==> config.mk <==
export PLATFORM = sky130hd
export DESIGN_NAME = timer_irq_unit
export DESIGN_NICKNAME = d
export VERILOG_FILES = /design/src/rtl/timer_irq_unit.sv
export SDC_FILE = /design/constraint.sdc
export NUM_CORES = 1
export LEC_CHECK = 0
export BUFFER_PORTS_ARGS = -buffer_cell sky130_fd_sc_hd__buf_4
export CAP_MARGIN = 20
export CORE_MARGIN = 4
export CORE_UTILIZATION = 50
export CTS_CLUSTER_SIZE = 8
export DETAILED_ROUTE_END_ITERATION = 8
export GPL_ROUTABILITY_DRIVEN = 0
export PLACE_DENSITY = 0.72
export SLEW_MARGIN = 30
export SYNTH_ARGS = -nofsm -noshare
export SYNTH_HDL_FRONTEND = slang
export SYNTH_SLANG_ARGS = --single-unit
export TNS_END_PERCENT = 10
==> constraint.sdc <==
create_clock -name clk -period 3.6 [get_ports clk]
set_input_delay 0.72 -clock clk [delete_from_list [all_inputs] [get_ports clk]]
set_output_delay 0.72 -clock clk [all_outputs]
set_load 0.02 [all_outputs]
==> src/rtl/timer_irq_unit.sv <==
// timer_irq_unit: memory-mapped reload timer with sticky interrupt status and a free-running cycle counter.
module timer_irq_unit #(
    parameter logic [31:0] BASE_ADDR = 32'h40000000
) (
    input  logic        clk,
    input  logic        reset,
    input  logic [31:0] addr,
    input  logic [31:0] wdata,
    input  logic        MemRd,
    input  logic        MemWr,
    output logic [31:0] rdata,
    output logic        Interrupt,
    output logic [2:0]  tcon
);
    localparam logic [31:0] TL_ADDR   = BASE_ADDR + 32'd4;
    localparam logic [31:0] TCON_ADDR = BASE_ADDR + 32'd8;
    localparam logic [31:0] TICK_ADDR = BASE_ADDR + 32'd12;

    logic [31:0] r_th, r_tl, r_tick;
    logic [2:0]  r_tcon;
    logic        w_hit_th, w_hit_tl, w_hit_tcon, w_hit_tick;
    logic        w_wr_th, w_wr_tl, w_wr_tcon, w_ovf;

    assign w_hit_th   = addr[31:2] == BASE_ADDR[31:2];
    assign w_hit_tl   = addr[31:2] == TL_ADDR[31:2];
    assign w_hit_tcon = addr[31:2] == TCON_ADDR[31:2];
    assign w_hit_tick = addr[31:2] == TICK_ADDR[31:2];
    assign w_wr_th    = MemWr & w_hit_th;
    assign w_wr_tl    = MemWr & w_hit_tl;
    assign w_wr_tcon  = MemWr & w_hit_tcon;
    // A software TL write overrides the overflow entirely, including its status set.
    assign w_ovf      = r_tcon[0] & (r_tl == 32'hFFFFFFFF) & ~w_wr_tl;

    assign Interrupt = r_tcon[1] & r_tcon[2];
    assign tcon      = r_tcon;

    always_comb begin
        rdata = 32'd0;
        if (MemRd)
            rdata = w_hit_th   ? r_th :
                    w_hit_tl   ? r_tl :
                    w_hit_tcon ? {29'd0, r_tcon} :
                    w_hit_tick ? r_tick : 32'd0;
    end

    always_ff @(posedge clk or negedge reset) begin
        if (!reset) begin
            r_th   <= 32'd0;
            r_tl   <= 32'd0;
            r_tcon <= 3'b000;
            r_tick <= 32'd0;
        end else begin
            r_tick <= r_tick + 32'd1;
            if (w_wr_th)
                r_th <= wdata;
            if (w_wr_tl)
                r_tl <= wdata;
            else if (r_tcon[0])
                r_tl <= w_ovf ? r_th : r_tl + 32'd1;
            // An ack landing on an overflow keeps the new status so the pending interrupt survives.
            if (w_wr_tcon)
                r_tcon <= {wdata[2] | (wdata[1] & w_ovf), wdata[1:0]};
            else if (w_ovf & r_tcon[1])
                r_tcon[2] <= 1'b1;
        end
    end
endmodule

* Word level (Yosys, flattened, before mapping)
Index checks and enable logic that the tools add are counted.
** Storage, ports and cells
- Word-level logic and storage cells :: 34
- Output and inout port bits :: 36
- Flip-flop bits (word level) :: 99
- Input port bits :: 68
** Operators by class
- Add/subtract/negate cells :: 2
- Multiplexer cells :: 10
- Equality and inequality tests :: 5
- Bitwise logic cells :: 10
- Reduce and logical (&&, ||, !) cells :: 2
** Operators with widths (number)
- $mux W32 :: 8
- $eq A30 B29 Y1 const B :: 4
- $add A32 B1 Y32 const B :: 2
- $eq A32 B32 Y1 const B :: 1
- $and A1 B1 Y1 :: 8
- $reduce_bool A2 Y1 :: 2
- $mux W1 :: 2
- $not A1 Y1 :: 1
- $or A1 B1 Y1 :: 1

* Depth between registers and ports, before layout
- Word-level depth :: 7
- Mapped depth :: 8
- Depth with buffers taken out :: 6

* Worst setup path before layout
No wires, ideal clock.
- Path kind :: input -> output
- From :: in addr[7]
- To :: out rdata[2]
- Stages on the path :: 5
- Setup slack :: 214 ps
- Buffers on the path :: 1
- Data required time :: 2880 ps
- Arrival time :: 2666 ps
- Cell sequence :: nor4_1 > and4b_1 > nand3_1 > clkbuf_1 > a2111oi_0
** On the way
- Word-level cells in the longest chain between the ends :: 6
- Elaborated cells between the ends (all ways) :: 9
- Those cells by class :: eq/ne: 4; mux: 5
** Ends and longest elaborated chain
- from (decl) :: line 7 : input logic [31:0] addr,
- $eq A30 B29 Y1 :: line 27 : assign w_hit_tick = addr[31:2] == TICK_ADDR[31:2];
- $mux W32 :: line 43 : w_hit_tick ? r_tick : 32'd0;
- $mux W32 :: line 42 : w_hit_tcon ? {29'd0, r_tcon} :
- $mux W32 :: line 41 : w_hit_tl ? r_tl :
- $mux W32 (*) :: line 40 : rdata = w_hit_th ? r_th :
- $mux W32 (*) :: line 39 : if (MemRd)
- to (decl) :: line 11 : output logic [31:0] rdata,
Mark *: on every way between the ends. The rest lies on a longest branch, timed or not.

* Final worst setup path
- From :: in addr[5]
- To :: out rdata[11]
The elaborated chain is that of the path after synthesis.

==> run metrics <==
Post-CTS Setup Inserts 0; Filler cells 1057; Max transition margin 40.0%; top-level I/O count 104; Seq/Total Area, Yosys 40.8%; Combinational Power Share 5.0%; Die Y 118 microns; top-area cell type share of the netlist area 40.8%; VDD IR max 0.235 mV; Setup violations, final 0; post-CTS resize count 0; library cells used by synthesis 58; Mean Syn Cell Area 9.29 sq um; synth top area cells dfrtp_1 (41%), mux2i_1 (8.1%), mux2_2 (7.0%); Post-DP HPWL 12.2 mm; Worst Clk Skew 0.00668 ns; Layout area overhead 21.0%; CP cell instances buf_4, nor4_1, nand3_1, nor3_2, buf_4, a21oi_1, nor2_1, buf_4; critical path arrival 2.40 ns; Psw 496 uW; period utilization 86.6%; final worst slack 0.483 ns; Detail Route met2 WL 8.29 mm; Placement Rows 40; status completed; n_diodes 0; CP peak stage delay 0.35 ns; vias in the first global route 5665; DRT Wirelength 17.5 mm; later-pin clock latency in the skew report 0.36 ns; Synth area leader dfrtp_1; worst path bufs/invs 3; post-DR wirelength/cell 19.6 microns; H-tree depth 3; most common cell in the netlist dfrtp_1; highest routed metal layer met4; CTS tree yes; synthesized area 6080 sq um; sw frac 20.6%; Crit path max-delay family simple AND/OR/NAND/NOR gates; Max Root-Sink Buffers 2; slowest CP cell nor4_1; WL met3 1.21 mm; Post-Place Worst Slack 0.505 ns; M1 WL 7.56 mm; IO buf count 101; Worst Tran Pin Value 0.898 ns; Max Fanout on Critical Path 17; Mapped Cells 654; CTS clk-pin slew, worst paths 0.06 ns; global-route wire length before repair 28.7 mm; CTS Root Buffer Type clkbuf_16; CTS Hold Bufs 0; Clock power frac 48.7%; Startpoint Class primary input; Max Clk Rate 0.321 GHz; DRT Pass-1 Iters 5; total grt overflow 0; antenna viol nets, final 0; WP data required 2.88 ns; TNS Setup 0 ns; Reg power frac 46.3%; Max Cap Violations 0; number of synthesized flops with an enable pin 0; internal power 1.91 mW; crit path capture type primary output; layout net count 812; number of buffers created by CTS 9; RSZ-0062 raised after global routing false; Yosys reg bits 99; Ys Warns 0; Final Hold Fails 0; routed via count 5506; Tmin final 3.12 ns; die width 118 microns; DRC 0; pin count of the biggest net entering global routing 86; initial core utilization 50.8%; HP Class in2async; core area 12000 sq um; P per Cell Area 327 nW/um^2; initial antenna violation count 0; crit path kind in2out; Crit path top cell by count buf_4; most frequent cells after synthesis dfrtp_1 (99), nor2_1 (85), nand2_1 (50); Iteration-0 DRC Markers 376; die area 14000 sq um; Top FF cell, synth dfrtp_1; layout cells sized above 1 24.4%; Leak 3.26 nW; syn nets 724; Slew Limit Fails 0; clock sink count 99; Overall Global Routing Usage 25.5%; ys async rst share 100%; Via density 6.16
[cells by family (layout without fill, tap and decap cells)]
| family | count (synthesis) | in the layout | share of synthesized area, % |
|---|---|---|---|
| muxes | 87 | 87 | 15.1 |
| AOI/OAI and AO/OA | 102 | 102 | 11.3 |
| and+or+nand+nor | 270 | 270 | 22.8 |
| DFF | 99 | 99 | 40.8 |
| xor gates and xnor gates | 42 | 42 | 6.05 |
| adders and majority gates | 2 | 2 | 0.412 |
| buffers and inverters | 52 | 145 | 3.58 |
[sequential cells by signal, indices dropped and copies added, names as in the netlist]
name and flops:
r_tl 32, tcon 3, r_th 32, r_tick 32
[power by group through the flow]
stage	logic, mW	clock network (mW)	registers (mW)
after CTS	0.122	1.19	1.11
after detailed placement	0.122	0	1.13
after floorplan	0.0263	0	1.13
after global placement	0.119	0	1.13
final	0.120	1.17	1.11
after global routing	0.131	1.24	1.11
[path summary, 6_finish.rpt]
kind                             from         end  slack, ns  depth (start not counted)
setup / recovery              addr[5]   rdata[11]       0.48                          8
hold / removal                  reset     r_tl[9]       0.44                          1
setup reg to reg              r_tl[1]     r_tl[5]       0.78                          7
hold reg to reg            r_tick[31]  r_tick[31]       0.48                          1
max in group asynchronous       reset  r_tick[26]       2.53                          2
min in group clk           r_tick[31]  r_tick[31]       0.48                          1
[per-layer routing]
| metal | GRT usage [%] | vias up |
|---|---|---|
| li1 | - | 2554 |
| met1 | 33.1 | 2700 |
| met2 | 41.4 | 221 |
| met3 | 4.93 | 31 |
| met4 | 11.4 | 0 |
| met5 | 0 | - |
[cells in the final DEF, fill, tap and decap left out, types with 9 or more instances in the layout]
master / instances
inv_1: 11
o31ai_1: 11
a21oi_1: 32
xor2_1: 15
nand3_1: 25
buf_4: 115
nor4_1: 17
and3_1: 11
dfrtp_1: 99
and4_1: 12
clkbuf_16: 9
mux2i_1: 49
nand4_1: 13
nor2_1: 85
mux2_2: 38
nor3_1: 13
nand2_1: 50
xnor2_1: 27
nor2b_1: 9
[cell type report]
cell class	count	area, sq um	share of cell area (%)
well taps	147	184	2.50
flip-flops and latches	99	2480	33.7
clock inverters	4	95.1	1.29
repair buffers	117	895	12.2
inverters	12	45.0	0.612
multi-input cells	503	3390	46.1
clock buffers	12	267	3.62
[stage by stage]
step / hold slack [ns] / power [mW] / std cells / cell area (sq um) / util [%]
final: 0.437 / 2.40 / 894 / 7360 / 61.5
after global routing: 0.505 / 2.48 / 894 / 7360 / 61.5
after CTS: 0.464 / 2.42 / 894 / 7360 / 61.5
after detailed placement: 0.468 / 1.25 / 878 / 6990 / 58.5
after global placement: 0.469 / 1.25 / 878 / 6990 / 58.4
after floorplan: 0.424 / 1.16 / 654 / 6080 / -
No activity file was read; power rests on OpenSTA's default activity.
